## config.mk

```make
export PLATFORM = sky130hd
export DESIGN_NAME = branch_ctrl_flat
export DESIGN_NICKNAME = d
export VERILOG_FILES = /design/src/rtl/branch_ctrl_if.sv /design/src/rtl/branch_ctrl.sv /design/src/flat_wrapper.sv
export SDC_FILE = /design/constraint.sdc
export NUM_CORES = 1
export LEC_CHECK = 0
export CAP_MARGIN = 20
export CORE_MARGIN = 4
export CORE_UTILIZATION = 48
export DETAILED_ROUTE_END_ITERATION = 12
export GPL_ROUTABILITY_DRIVEN = 0
export PLACE_DENSITY_LB_ADDON = 0.25
export SLEW_MARGIN = 20
export SYNTH_ARGS = -nofsm -noshare
export SYNTH_HDL_FRONTEND = slang
export SYNTH_SLANG_ARGS = --single-unit
```

## constraint.sdc

```tcl
create_clock -name clk_i -period 4.52 [get_ports clk_i]
set_input_delay 0.452 -clock clk_i [delete_from_list [all_inputs] [get_ports clk_i]]
set_output_delay 0.452 -clock clk_i [all_outputs]
set_load 0.02 [all_outputs]
```

## src/rtl/branch_ctrl_if.sv

```systemverilog
// ============================================================================
// branch_ctrl_if : fetch/compare/branch signal bundle for branch_ctrl
// Rev 1.0
// ============================================================================
`default_nettype none

interface branch_ctrl_if;
  logic        pc_en;
  logic        cmp_issue;
  logic        cmp_valid;
  logic        zf_in;
  logic        cf_in;
  logic        br_valid;
  logic [2:0]  br_op;
  logic [17:0] br_target;
  logic        br_ready;
  logic [17:0] pc;
  logic        taken;
  logic        flush;
  logic        stall;

  modport master (
    output pc_en, cmp_issue, cmp_valid, zf_in, cf_in, br_valid, br_op, br_target,
    input  br_ready, pc, taken, flush, stall
  );

  modport slave (
    input  pc_en, cmp_issue, cmp_valid, zf_in, cf_in, br_valid, br_op, br_target,
    output br_ready, pc, taken, flush, stall
  );
endinterface

`default_nettype wire

```

## src/rtl/branch_ctrl.sv

```systemverilog
// ============================================================================
// branch_ctrl : program counter with conditional branch resolution and flag wait
// Rev 1.0
// ============================================================================
`default_nettype none

module branch_ctrl (
  input  wire logic    clk_i,
  input  wire logic    rst_i,
  branch_ctrl_if.slave bus
);

  localparam logic [2:0] C_OP_JMP = 3'b000;
  localparam logic [2:0] C_OP_JE  = 3'b001;
  localparam logic [2:0] C_OP_JNE = 3'b010;
  localparam logic [2:0] C_OP_JB  = 3'b011;
  localparam logic [2:0] C_OP_JA  = 3'b100;
  localparam logic [2:0] C_OP_JAE = 3'b101;
  localparam logic [2:0] C_OP_JBE = 3'b110;

  typedef enum logic [0:0] {
    S_RUN  = 1'b0,
    S_WAIT = 1'b1
  } state_t;

  state_t      state_q, state_d;
  logic [17:0] pc_q, pc_d;
  logic        taken_q, taken_d;
  logic        zf_q, zf_d;
  logic        cf_q, cf_d;
  logic        fv_q, fv_d;

  logic        w_resolve;
  logic        w_take;
  logic        w_ready;
  logic        w_stall;

  function automatic logic cond_met(input logic [2:0] op, input logic zf, input logic cf);
    case (op)
      C_OP_JMP: cond_met = 1'b1;
      C_OP_JE:  cond_met = zf;
      C_OP_JNE: cond_met = ~zf;
      C_OP_JB:  cond_met = cf;
      C_OP_JA:  cond_met = ~zf & ~cf;
      C_OP_JAE: cond_met = ~cf;
      C_OP_JBE: cond_met = zf | cf;
      default:  cond_met = 1'b0;
    endcase
  endfunction

  always_comb begin
    state_d   = state_q;
    w_resolve = 1'b0;
    w_take    = 1'b0;
    w_stall   = 1'b0;
    case (state_q)
      S_RUN: begin
        if (bus.br_valid) begin
          if ((bus.br_op == C_OP_JMP) || (fv_q && !bus.cmp_issue)) begin
            w_resolve = 1'b1;
            w_take    = cond_met(bus.br_op, zf_q, cf_q);
          end else begin
            state_d = S_WAIT;
          end
        end
      end
      default: begin
        w_stall = 1'b1;
        if (!bus.br_valid) begin
          state_d = S_RUN;
        end else if (bus.cmp_valid) begin
          // Flags arriving this cycle are forwarded straight into the decision
          w_resolve = 1'b1;
          w_take    = cond_met(bus.br_op, bus.zf_in, bus.cf_in);
          state_d   = S_RUN;
        end
      end
    endcase
    w_ready = w_resolve & ~rst_i;
  end

  always_comb begin
    pc_d    = pc_q;
    taken_d = 1'b0;
    if (w_resolve) begin
      if (w_take) begin
        pc_d    = bus.br_target;
        taken_d = 1'b1;
      end else if (bus.pc_en) begin
        pc_d = pc_q + 18'd1;
      end
    end else if (bus.pc_en && !w_stall) begin
      pc_d = pc_q + 18'd1;
    end
  end

  // Issue of a new compare invalidates flags even when a result lands the same cycle
  always_comb begin
    zf_d = zf_q;
    cf_d = cf_q;
    fv_d = fv_q;
    if (bus.cmp_valid) begin
      zf_d = bus.zf_in;
      cf_d = bus.cf_in;
      fv_d = 1'b1;
    end
    if (bus.cmp_issue) begin
      fv_d = 1'b0;
    end
  end

  always_ff @(posedge clk_i) begin
    if (rst_i) begin
      state_q <= S_RUN;
      pc_q    <= 18'd0;
      taken_q <= 1'b0;
      zf_q    <= 1'b0;
      cf_q    <= 1'b0;
      fv_q    <= 1'b0;
    end else begin
      state_q <= state_d;
      pc_q    <= pc_d;
      taken_q <= taken_d;
      zf_q    <= zf_d;
      cf_q    <= cf_d;
      fv_q    <= fv_d;
    end
  end

  assign bus.br_ready = w_ready;
  assign bus.stall    = w_stall & ~rst_i;
  assign bus.pc       = pc_q;
  assign bus.taken    = taken_q;
  assign bus.flush    = taken_q;

endmodule

`default_nettype wire

```

## src/flat_wrapper.sv

```systemverilog
// flat-port wrapper written by rule: the top's interface ports become plain ports
module branch_ctrl_flat 
  (clk_i, rst_i, bus_pc_en, bus_cmp_issue, bus_cmp_valid, bus_zf_in, bus_cf_in, bus_br_valid, bus_br_op, bus_br_target, bus_br_ready, bus_pc, bus_taken, bus_flush, bus_stall);
  branch_ctrl_if bus_i ();
  input  wire logic clk_i;
  input  wire logic rst_i;
  input wire logic [$bits(bus_i.pc_en)-1:0] bus_pc_en;
  input wire logic [$bits(bus_i.cmp_issue)-1:0] bus_cmp_issue;
  input wire logic [$bits(bus_i.cmp_valid)-1:0] bus_cmp_valid;
  input wire logic [$bits(bus_i.zf_in)-1:0] bus_zf_in;
  input wire logic [$bits(bus_i.cf_in)-1:0] bus_cf_in;
  input wire logic [$bits(bus_i.br_valid)-1:0] bus_br_valid;
  input wire logic [$bits(bus_i.br_op)-1:0] bus_br_op;
  input wire logic [$bits(bus_i.br_target)-1:0] bus_br_target;
  output wire logic [$bits(bus_i.br_ready)-1:0] bus_br_ready;
  output wire logic [$bits(bus_i.pc)-1:0] bus_pc;
  output wire logic [$bits(bus_i.taken)-1:0] bus_taken;
  output wire logic [$bits(bus_i.flush)-1:0] bus_flush;
  output wire logic [$bits(bus_i.stall)-1:0] bus_stall;
  assign bus_i.pc_en = bus_pc_en;
  assign bus_i.cmp_issue = bus_cmp_issue;
  assign bus_i.cmp_valid = bus_cmp_valid;
  assign bus_i.zf_in = bus_zf_in;
  assign bus_i.cf_in = bus_cf_in;
  assign bus_i.br_valid = bus_br_valid;
  assign bus_i.br_op = bus_br_op;
  assign bus_i.br_target = bus_br_target;
  assign bus_br_ready = bus_i.br_ready;
  assign bus_pc = bus_i.pc;
  assign bus_taken = bus_i.taken;
  assign bus_flush = bus_i.flush;
  assign bus_stall = bus_i.stall;
  branch_ctrl u_core (.clk_i(clk_i), .rst_i(rst_i), .bus(bus_i));
endmodule
```

== Word-level counts from Yosys, hierarchy flattened ==
Index checks and enable logic that the tools add are counted.

* Mux-type cells: 23
* Equal/unequal tests: 7
* Bitwise gates (word level): 13
* Reductions and logical operators: 9
* Add/subtract/negate cells: 1

{| class="wikitable"
|+ Operators with widths
! operator !! number
|-
| 18-bit 2-to-1 mux || 4
|-
| 18-bit by 1-bit adder with 18-bit output, second input constant || 1
|-
| 1-bit 2-to-1 mux || 17
|-
| 1-bit case mux with 7 select lines || 2
|-
| 3-bit equality test, second input constant || 3
|-
| 1-bit inverter || 7
|-
| 3-bit by 2-bit equality test with 1-bit output, second input constant || 2
|-
| 1-bit AND || 4
|-
| 2-bit OR reduction || 2
|-
| 3-bit by 1-bit equality test with 1-bit output, second input constant || 1
|-
| 3-bit logical NOT || 1
|-
| 3-bit inequality test, second input constant || 1
|-
| 1-bit logical AND || 2
|-
| 1-bit bitwise OR || 2
|-
| 2-bit AND reduction || 1
|-
| 2-bit nonzero test || 1
|-
| 1-bit logical NOT || 1
|-
| 1-bit logical OR || 1
|}

* Bits of input ports: 29
* Flip-flop bits (word level): 23
* Output and inout bits: 22

== Depth between registers and ports, before layout ==
* Word-level depth: 8
* Mapped depth: 9

== Worst setup path after synthesis ==
No wires, ideal clock.

* Kind: input port to flip-flop
* From: input bus_br_op[2]
* To: register u_core.pc_q[11], in the netlist u_core.bus.pc[11]
* Stages on the path: 9
* Setup slack: 2.468 ns
* Arrival time: 1.972 ns
* Library setup time: 0.080 ns
* Cell sequence: buf_6 -> xor2_1 -> a31o_1 -> a2111o_1 -> buf_6 -> and2_4 -> buf_6 -> buf_12 -> a211oi_2

* Word-level cells in the longest chain between the ends: 7
* Elaborated cells on any way between the ends: 23
* Classes of those cells: eq/ne: 7; mux: 12; reduce/logical: 4

{| class="wikitable"
|+ RTL lines
! what !! RTL line !! text
|-
| start, declared || flat_wrapper.sv:13 || <nowiki>input wire logic [$bits(bus_i.br_op)-1:0] bus_br_op;</nowiki>
|-
| 3-bit equality test, or another cell as far along || branch_ctrl.sv:39 || <nowiki>case (op)</nowiki>
|-
| 1-bit case mux with 7 select lines or 1-bit logical OR (tied branches) || branch_ctrl.sv:39, branch_ctrl.sv:59 ||
|-
| 1-bit 2-to-1 mux (on tied branches) || branch_ctrl.sv:59, branch_ctrl.sv:71 ||
|-
| 1-bit 2-to-1 mux (on tied branches) || branch_ctrl.sv:58, branch_ctrl.sv:69 ||
|-
| 1-bit 2-to-1 mux || branch_ctrl.sv:56 || <nowiki>case (state_q)</nowiki>
|-
| 3-bit inequality test (no source line), or another cell as far along || -- ||
|-
| 2-bit AND reduction (no source line) or 18-bit 2-to-1 mux (tied branches) || -- ||
|-
| end signal, assigned || branch_ctrl.sv:122 || <nowiki>pc_q <= pc_d;</nowiki>
|-
| end, declared || branch_ctrl.sv:27 || <nowiki>logic [17:0] pc_q, pc_d;</nowiki>
|}

Parallel ways exist; a longest one is shown, timed or not.
A chain may end at the register's enable or synchronous reset.

== Worst setup path after layout ==
* From: input bus_br_op[1]
* To: output bus_br_ready

* Word-level cells in the longest chain between the ends: 6

{| class="wikitable"
|+ RTL lines
! what !! RTL line !! text
|-
| 3-bit logical NOT || branch_ctrl.sv:59 || <nowiki>if ((bus.br_op == C_OP_JMP) || (fv_q && !bus.cmp_issue)) begin</nowiki>
|-
| 1-bit logical OR || branch_ctrl.sv:59 ||
|-
| 1-bit 2-to-1 mux || branch_ctrl.sv:59 ||
|-
| 1-bit 2-to-1 mux || branch_ctrl.sv:58 || <nowiki>if (bus.br_valid) begin</nowiki>
|-
| 1-bit 2-to-1 mux || branch_ctrl.sv:56 ||
|-
| 1-bit AND || branch_ctrl.sv:79 || <nowiki>w_ready = w_resolve & ~rst_i;</nowiki>
|-
| end, declared || flat_wrapper.sv:15 || <nowiki>output wire logic [$bits(bus_i.br_ready)-1:0] bus_br_ready;</nowiki>
|}

No other way between the ends.

==> flow_metrics.py <==
metrics = {
    "yosys": {
        "synth_area_sq_um": 1450,
        "synth_ff_type": "dfxtp_1",
        "synth_edf_count": 0,
        "synth_commonest_cells": "23 x dfxtp_1, 19 x a21oi_1, 12 x xor2_1",
        "yosysMostFrequentCell": "dfxtp_1",
        "syn_nets": 194,
        "synth_top_area_share_pct": 31.7,
        "synth_area_leader_cell": "dfxtp_1",
        "syn_area_per_cell_sq_um": 8.87,
        "synth_cells": 164,
        "synthTopCellsByArea": "dfxtp_1 32%, a211oi_2 7.7%, xor2_1 7.2%",
        "yosysUniqueCellTypes": 40,
        "ys_seq_area_share_pct": 31.7,
        "yosys_register_bits": 23,
        "ys.warnings.count": 0,
        "async_flop_share_pct": 0,
    },
    "cts": {
        "clock_path_buffers": 2,
        "clockRootBuffer": "clkbuf_4",
        "insertion_delay_ns": 0.30,
        "cts.sink_count": 23,
        "cts_tree": "done",
        "h-tree-depth": 1,
        "cts.clk_slew.worst_paths_ns": 0.12,
        "ctsResizeCount": 0,
        "cts_setup_buffers": 0,
        "numCtsBuffers": 3,
        "holdBufCountCts": 0,
    },
    "pwr": {
        "leakagePower_nw": 0.676,
        "vdd_ir_drop_max_v": 0.000142,
        "cellPowerDensity_nw_per_um2": 232,
    },
    "drt": {
        "ant_nets": 0,
        "via_count": 1410,
        "wirelength_mm": 3.66,
        "dr.pass1.iters": 4,
        "drc_errors": 0,
        "drt-initial-drc-count": 134,
        "routed_via_density": 5.95,
        "detail_route.wl_per_cell_microns": 15.5,
    },
    "critical_path": {
        "crit_arrival_ns": 2.33,
        "critPathLaunchType": "primary input",
        "critPathKind": "primary input to output pin",
        "crit_fanout": 12,
        "r2r_slack_ns": 2.28,
        "critPathRequiredTime_ns": 4.07,
        "end_kind": "output pin",
    },
    "floorplanning": {
        "die_area_sq_um": 3970,
        "rows": 19,
        "core_sq_um": 2830,
        "initial_utilization_pct": 51.4,
        "chipHeight_microns": 63.0,
        "die_w_microns": 63.0,
        "pin_count": 51,
    },
    "timing": {
        "finalCritPeriodShare_pct": 61.6,
        "setup_violations": 0,
        "finalCriticalPeriod_ns": 2.79,
        "hold_viol": 0,
        "max-slew-margin-rel_pct": 55.7,
        "slew_viol_final": 0,
        "max_freq_ghz": 0.359,
        "worst_slew_pin_slew_ns": 0.660,
        "tns_ns": 0,
        "fin_ws_ns": 1.73,
        "grt_setup_unrepaired": "false",
        "fin_skew_ns": 0.000638,
    },
    "grt": {
        "grt_start_max_net_pins": 25,
        "grt_overflow": 0,
        "grt_pass1_wl_mm": 6.21,
        "first_global_vias": 1351,
        "antenna_found_initial": 0,
        "track_usage_pct": 18.9,
    },
    "finish": {
        "multi_input_area_sq_um": 875,
        "insertedDiodeCount": 0,
        "fin_cells": 237,
        "final_layout_size_suffix_gt1_share_pct": 9.22,
        "fin_area_sq_um": 1920,
        "nNetsFinal": 237,
        "syn_to_final_growth_pct": 32.3,
        "regArea_sq_um": 460,
        "fillers": 235,
    },
    "place": {
        "dp.cells": 233,
        "io_buffers": 50,
        "place_area_sq_um": 1900,
        "hpwl_mm": 2.66,
        "dp_slack_ns": 1.56,
    },
    "outcome": {
        "outcome": "completed",
    },
    "hold_path": {
        "hp-class": "flop to flop",
    },
    "flow_run": {
        "drv_cap": 0,
    },
}
metrics by stage:
stage	power, W	util, %	hold WS [ns]
final	0.000446	68.0	0.492
after global routing	0.000470	68.0	0.533
after detailed placement	0.000356	67.1	0.477
after CTS	0.000447	68.0	0.496
after global placement	0.000353	67.1	0.459
after floorplan	0.000300	-	0.449
state kept, by name, indices dropped and copies added (netlist names):
signal / cells
u_core.zf_q: 1
u_core.bus.flush: 1
u_core.state_q: 1
u_core.cf_q: 1
u_core.fv_q: 1
u_core.bus.pc: 18
report_power, final:
part | total, W | internal, W | switching (W) | leakage, nW
Sequential | 0.000232 | 0.000216 | 0.0000162 | 0.188
Clock | 0.0000940 | 0.0000343 | 0.0000596 | 0.0150
Combinational | 0.000119 | 0.0000648 | 0.0000546 | 0.474
final cells by class:
type,instances,share of cell area [%]
Multi-Input combinational cell,124,45.5
Clock buffer,4,1.37
Timing Repair Buffer,51,26.4
Sequential cell,23,23.9
Inverter,4,0.781
Tap cell,31,2.02
worst max-delay path: stages:
cell,delay [ns]
clkdlybuf4s50_1,0.70
nor3_1,0.10
nor3_1,0.43
nor3_1,0.10
clkdlybuf4s50_1,0.55
layer usage:
| metal | GRT usage [%] | vias up | routed length (microns) |
|---|---|---|---|
| li1 | - | 694 | - |
| met1 | 25.4 | 663 | 1680 |
| met2 | 31.5 | 47 | 1760 |
| met3 | 3.60 | 6 | 200 |
| met4 | 3.31 | 0 | 31 |
| met5 | 0 | - | 0 |
cells in the final DEF, fill, tap and decap left out, drive strengths merged, types with 2 or more instances in the layout:
master | Yosys | final
a2111o | 2 | 2
clkdlybuf4s50 | 0 | 50
nand3 | 8 | 8
and3 | 7 | 7
nand2 | 7 | 7
dfxtp | 23 | 23
xnor2 | 5 | 5
nor2 | 8 | 8
clkbuf | 2 | 4
a211oi | 17 | 17
inv | 4 | 4
o21ba | 2 | 2
a21oi | 19 | 19
nor2b | 4 | 4
nor3 | 5 | 5
mux2i | 4 | 4
nand4 | 7 | 7
xor2 | 12 | 12
cell families (layout without fill, tap and decap cells):
family | count (synthesis) | in the layout | synth area share, %
simple gates | 54 | 54 | 20.7
compound gates | 48 | 48 | 25.6
flops | 23 | 23 | 31.7
xor+xnor | 17 | 17 | 10.2
buf+inv | 17 | 59 | 8.18
mux | 4 | 4 | 2.75
fa+ha+maj | 1 | 1 | 0.860
final timing paths:
kind / to / depth (start not counted) / from
worst max-delay path: bus_br_ready / 5 / bus_br_op[1]
worst min-delay path: u_core.fv_q / 2 / u_core.fv_q
worst min register to register: u_core.fv_q / 2 / u_core.fv_q
worst max register to register: u_core.bus.pc[1] / 5 / u_core.zf_q
Power figures use the tool's default switching activity.
